File: src/rtl/if_stage.sv
// Instruction-fetch stage: issues word-aligned requests to instruction memory and
// registers the fetched word toward IF2ID, surviving downstream freezes and redirects.
module if_stage #(
   parameter int unsigned           WORD_LEN = 32,
   parameter logic [WORD_LEN-1:0]   RESET_PC = '0
) (
   input  logic                clk,
   input  logic                rst,
   input  logic                freeze,
   input  logic                branch_taken,
   input  logic [WORD_LEN-1:0] branch_addr,
   output logic                imem_req,
   output logic [WORD_LEN-1:0] imem_addr,
   input  logic                imem_ack,
   input  logic [WORD_LEN-1:0] imem_rdata,
   output logic [WORD_LEN-1:0] PC,
   output logic [WORD_LEN-1:0] instruction,
   output logic                valid,
   output logic                fetch_stall
);

   typedef enum logic [1:0] {
      FETCH = 2'd0,
      HOLD  = 2'd1,
      DRAIN = 2'd2
   } fetchState_e;

   fetchState_e         state_q;
   logic [WORD_LEN-1:0] pc_q;
   logic [WORD_LEN-1:0] drainAddr_q;
   logic [WORD_LEN-1:0] bufPc_q;
   logic [WORD_LEN-1:0] bufInstr_q;
   logic [WORD_LEN-1:0] pcOut_q;
   logic [WORD_LEN-1:0] instr_q;
   logic                valid_q;

   logic [WORD_LEN-1:0] pcPlus4;
   logic [WORD_LEN-1:0] branchTarget;
   logic                deliver_d;
   logic [WORD_LEN-1:0] deliverPc_d;
   logic [WORD_LEN-1:0] deliverInstr_d;

   assign pcPlus4      = pc_q + WORD_LEN'(4);
   assign branchTarget = branch_addr & ~WORD_LEN'(3);

   // DRAIN keeps presenting the abandoned address so the handshake completes cleanly.
   assign imem_req    = rst && ((state_q == FETCH) || (state_q == DRAIN));
   assign imem_addr   = (state_q == DRAIN) ? drainAddr_q : pc_q;
   assign fetch_stall = rst && (((state_q == FETCH) && !imem_ack) || (state_q == DRAIN));

   always_comb begin
      deliver_d      = 1'b0;
      deliverPc_d    = pcPlus4;
      deliverInstr_d = imem_rdata;
      if (!branch_taken) begin
         if ((state_q == FETCH) && imem_ack) begin
            deliver_d = 1'b1;
         end else if (state_q == HOLD) begin
            deliver_d      = 1'b1;
            deliverPc_d    = bufPc_q;
            deliverInstr_d = bufInstr_q;
         end
      end
   end

   always_ff @(posedge clk) begin
      if (!rst) begin
         state_q     <= FETCH;
         pc_q        <= RESET_PC;
         drainAddr_q <= '0;
         bufPc_q     <= '0;
         bufInstr_q  <= '0;
         pcOut_q     <= '0;
         instr_q     <= '0;
         valid_q     <= 1'b0;
      end else begin
         case (state_q)
            FETCH: begin
               if (branch_taken) begin
                  pc_q <= branchTarget;
                  if (!imem_ack) begin
                     drainAddr_q <= pc_q;
                     state_q     <= DRAIN;
                  end
               end else if (imem_ack) begin
                  pc_q <= pcPlus4;
                  if (freeze) begin
                     bufPc_q    <= pcPlus4;
                     bufInstr_q <= imem_rdata;
                     state_q    <= HOLD;
                  end
               end
            end
            HOLD: begin
               if (branch_taken) begin
                  pc_q    <= branchTarget;
                  state_q <= FETCH;
               end else if (!freeze) begin
                  state_q <= FETCH;
               end
            end
            DRAIN: begin
               if (branch_taken) begin
                  pc_q <= branchTarget;
               end
               if (imem_ack) begin
                  state_q <= FETCH;
               end
            end
            default: state_q <= FETCH;
         endcase

         // Freeze holds the IF2ID-facing registers; anything not delivered becomes a bubble.
         if (!freeze) begin
            if (deliver_d) begin
               pcOut_q <= deliverPc_d;
               instr_q <= deliverInstr_d;
               valid_q <= 1'b1;
            end else begin
               instr_q <= '0;
               valid_q <= 1'b0;
            end
         end
      end
   end

   assign PC          = pcOut_q;
   assign instruction = instr_q;
   assign valid       = valid_q;

endmodule
File: config.mk
export PLATFORM = sky130hd
export DESIGN_NAME = if_stage
export DESIGN_NICKNAME = d
export VERILOG_FILES = /design/src/rtl/if_stage.sv
export SDC_FILE = /design/constraint.sdc
export NUM_CORES = 1
export LEC_CHECK = 0
export CAP_MARGIN = 20
export CORE_MARGIN = 2
export CORE_UTILIZATION = 52
export DETAILED_ROUTE_END_ITERATION = 8
export PLACE_DENSITY = 0.87
export SLEW_MARGIN = 15
export SYNTH_ARGS = -nofsm -noshare
export SYNTH_HDL_FRONTEND = slang
export SYNTH_SLANG_ARGS = --single-unit
File: constraint.sdc
create_clock -name clk -period 2.7 [get_ports clk]
set_input_delay 0.54 -clock clk [delete_from_list [all_inputs] [get_ports clk]]
set_output_delay 0.54 -clock clk [all_outputs]
set_load 0.01 [all_outputs]
==> results.cfg <==
[cells_and_area]
drive_above_1_share_pct = 11.0
multiInputGateArea_sq_um = 4530
area_growth_pct = 28.2
layoutNonFillerInstCount = 1453
ff_latch_area_sq_um = 3740
fillers = 1363
antennaDiodeCount = 0
fin_nets = 1297

[pwr]
internal_power_w = 0.00486
p_seq_share_pct = 44.8
p_clk_share_pct = 34.1
power.switching_w = 0.00204
switching_share_pct = 29.6
ir_drop_v = 0.000491
p_comb_share_pct = 21.1
p_leak_nw = 3.97
power.density_nw_per_um2 = 617

[critical_path]
crit_arrival_ns = 2.08
r2r_slack_ns = 0.43
crit_required_ns = 2.16
path_max_fanout = 18
start_kind = register
cp-end-kind = output port
path_class = register to output port

[sta]
setup_tns_ns = 0
rsz0062_at_grt = no
timing.final.crit_share_pct = 97.0
setup_viol = 0
max_freq_mhz = 382
period_minus_slack_ns = 2.62
fin_skew_ns = 0.00699
relSlewSlack_pct = 42.6
finalMaxSlewViolations = 0
hold_violations = 0
holdWs_ns = 0.449
worstMarginPinSlew_ns = 0.861

[route]
postRouteAntennaNets = 0
dr.pass1.iters = 5
drt-total-wl_um = 25700
drt_iter0_drc = 873
vias_per_cell = 5.98
drc = 0
vias = 8690
wire_per_inst_um = 17.7

[placement]
place_hpwl_um = 17200
dp.cells = 1424
portBuffers = 161
gp_congestion = 0.950

[global_route]
first_global_vias = 8013
antenna_found_initial = 0
track_usage_pct = 28.7
grt_pass1_wl_um = 41200
grt_max_degree = 85
grt_overflow = 0

[synth]
yosys.cell_types.count = 63
yosysTopAreaCell = dfxtp_1
synthFlopType = dfxtp_1
synth-adder-area-share_pct = 0.574
avgSynthCellArea_sq_um = 7.92
synth-simple-area-share_pct = 21.5
synth_warnings = 0
synth-seq-cells = 187
seq_area_frac_synth_pct = 43.0
synth_top_family_by_area = compound AO/OA/AOI/OAI gates
synth-edff-count = 0
synth.mux.area_fraction_pct = 4.21
synthCells = 1101
synth_area_leaders = dfxtp_1 43%, nand2_1 9.9%, a21oi_1 8.3%
synth_xor_area_share_pct = 2.31
synth_compound_area_share_pct = 22.7
synth_area_sq_um = 8720
async_flop_share_pct = 0
synth_top_area_share_pct = 43.0

[clock_network]
hold_buffers = 0
htree_levels = 4
cts_buffer_depth = 2
cts_buffers = 17
clkLatencyLatePin_ns = 0.44
clock-sinks = 187
clkTransAtPathRegs_ns = 0.07
cts-root-buf = clkbuf_16
tritoncts = built

[floorplan]
core_area_sq_um = 16500
die_w_um = 133
rows = 47
io_pins = 168
chipHeight_um = 133
start_util_pct = 52.9
dieArea_sq_um = 17800

[flow_run]
cap_violations = 0

[hold_path]
worstHoldPathType = register to register

[outcome]
status = finished, final reports clean
==> sequential cells by signal (all words and copies together), names as in the netlist <==
| register | count |
|---|---|
| state_q | 2 |
| PC | 30 |
| bufInstr_q | 32 |
| bufPc_q | 30 |
| drainAddr_q | 30 |
| pc_q | 30 |
| instruction | 32 |
| valid | 1 |
==> power groups by stage <==
| stage | combinational [W] | sequential, W | clock, W |
|---|---|---|---|
| final | 0.00145 | 0.00309 | 0.00235 |
| after global routing | 0.00157 | 0.00311 | 0.00246 |
| after CTS | 0.00144 | 0.00308 | 0.00237 |
| after detailed placement | 0.00143 | 0.00314 | 0 |
| after global placement | 0.00140 | 0.00314 | 0 |
| after floorplan | 0.000877 | 0.00307 | 0 |
==> cell families (layout without fill, tap and decap cells) <==
| group | count (synthesis) | after routing |
|---|---|---|
| buf+inv | 119 | 248 |
| xor+xnor | 23 | 23 |
| other cells | 1 | 4 |
| mux | 33 | 33 |
| simple gates | 415 | 415 |
| flops | 187 | 187 |
| fa+ha+maj | 4 | 4 |
| compound gates | 319 | 319 |
==> cells in the mapped netlist (all sizes together), types with 2 or more instances <==
| master | number |
|---|---|
| nor2b | 2 |
| o22ai | 8 |
| nor4 | 10 |
| dfxtp | 187 |
| o21ai | 53 |
| nand2 | 230 |
| clkbuf | 76 |
| nor3b | 2 |
| o41ai | 2 |
| o211ai | 11 |
| a32oi | 4 |
| or3 | 6 |
| a211o | 2 |
| mux2 | 29 |
| nand4 | 14 |
| nor3 | 24 |
| or4 | 4 |
| a32o | 3 |
| a311oi | 4 |
| buf | 35 |
| a21oi | 144 |
| and3 | 5 |
| a31oi | 9 |
| a21o | 5 |
| nand3b | 3 |
| nand3 | 28 |
| ha | 4 |
| a22o | 4 |
| o31a | 5 |
| and4 | 4 |
| a22oi | 3 |
| mux2i | 4 |
| and2 | 4 |
| or2 | 7 |
| xnor2 | 5 |
| nor2 | 70 |
| a211oi | 12 |
| a31o | 4 |
| o221ai | 38 |
| xor2 | 18 |
| inv | 8 |
==> cell usage in the layout, fill, tap and decap left out, types with 11 or more instances in the layout <==
master | synthesis | layout
a211oi_1 | 12 | 12
a21oi_1 | 144 | 144
buf_4 | 5 | 46
clkbuf_16 | 0 | 17
clkdlybuf4s50_1 | 0 | 150
dfxtp_1 | 187 | 187
mux2_2 | 29 | 29
nand2_1 | 230 | 230
nand3_1 | 28 | 28
nand4_1 | 11 | 11
nor2_1 | 70 | 68
nor3_1 | 23 | 23
o211ai_1 | 11 | 11
o21ai_0 | 52 | 52
o221ai_1 | 38 | 38
xor2_1 | 18 | 18
==> path summary, 6_finish.rpt <==
check | startpoint | to | depth (start not counted)
worst min-delay path | PC[15] | PC[15] | 2
worst max register to register | pc_q[15] | PC[31] | 5
worst max-delay path | state_q[0] | imem_addr[29] | 5
worst min register to register | PC[15] | PC[15] | 2
==> routing by layer <==
layer | up-vias | wire, um | share of wire [%] | GRT usage, %
met1 | 4140 | 11000 | 43 | 37.9
li1 | 4121 | - | - | -
met5 | - | 0 | 0 | 0
met3 | 58 | 1620 | 6.3 | 4.68
met2 | 371 | 12100 | 47 | 46.6
met4 | 0 | 886 | 3.5 | 12.4
==> critical path: stages (launching register included) <==
cell and delay [ns]:
dfxtp_1 0.34, inv_2 0.10, ha_4 0.18, buf_12 0.18, mux2_2 0.37, clkdlybuf4s50_1 0.48
==> layout make-up <==
class                   instances  share of cell area (%)
clock inverters                 9                   0.851
inverters                       8                   0.291
repair buffers                212                    18.4
well taps                     220                    2.46
flip-flops and latches        187                    33.5
multi-input cells             798                    40.5
clock buffers                  19                    3.96
==> metrics by stage <==
step,total power [W],utilization (%),worst slack [ns],area (sq um)
final,0.00690,67.9,0.0798,11200
after global routing,0.00714,67.9,0.0104,11200
after CTS,0.00690,67.8,0.00761,11200
after detailed placement,0.00457,64.4,0.176,10600
after global placement,0.00454,64.4,0.245,10600
after floorplan,0.00395,-,0.653,8730
==> repair_timing <==
item | 4_1_cts | 5_1_grt
setup buffers | 0 | 0
cloned | 1 | 0
endpoints found under the setup margin | 27 | 1
resized for setup | 13 | 1
No activity file was read; power rests on OpenSTA's default activity.
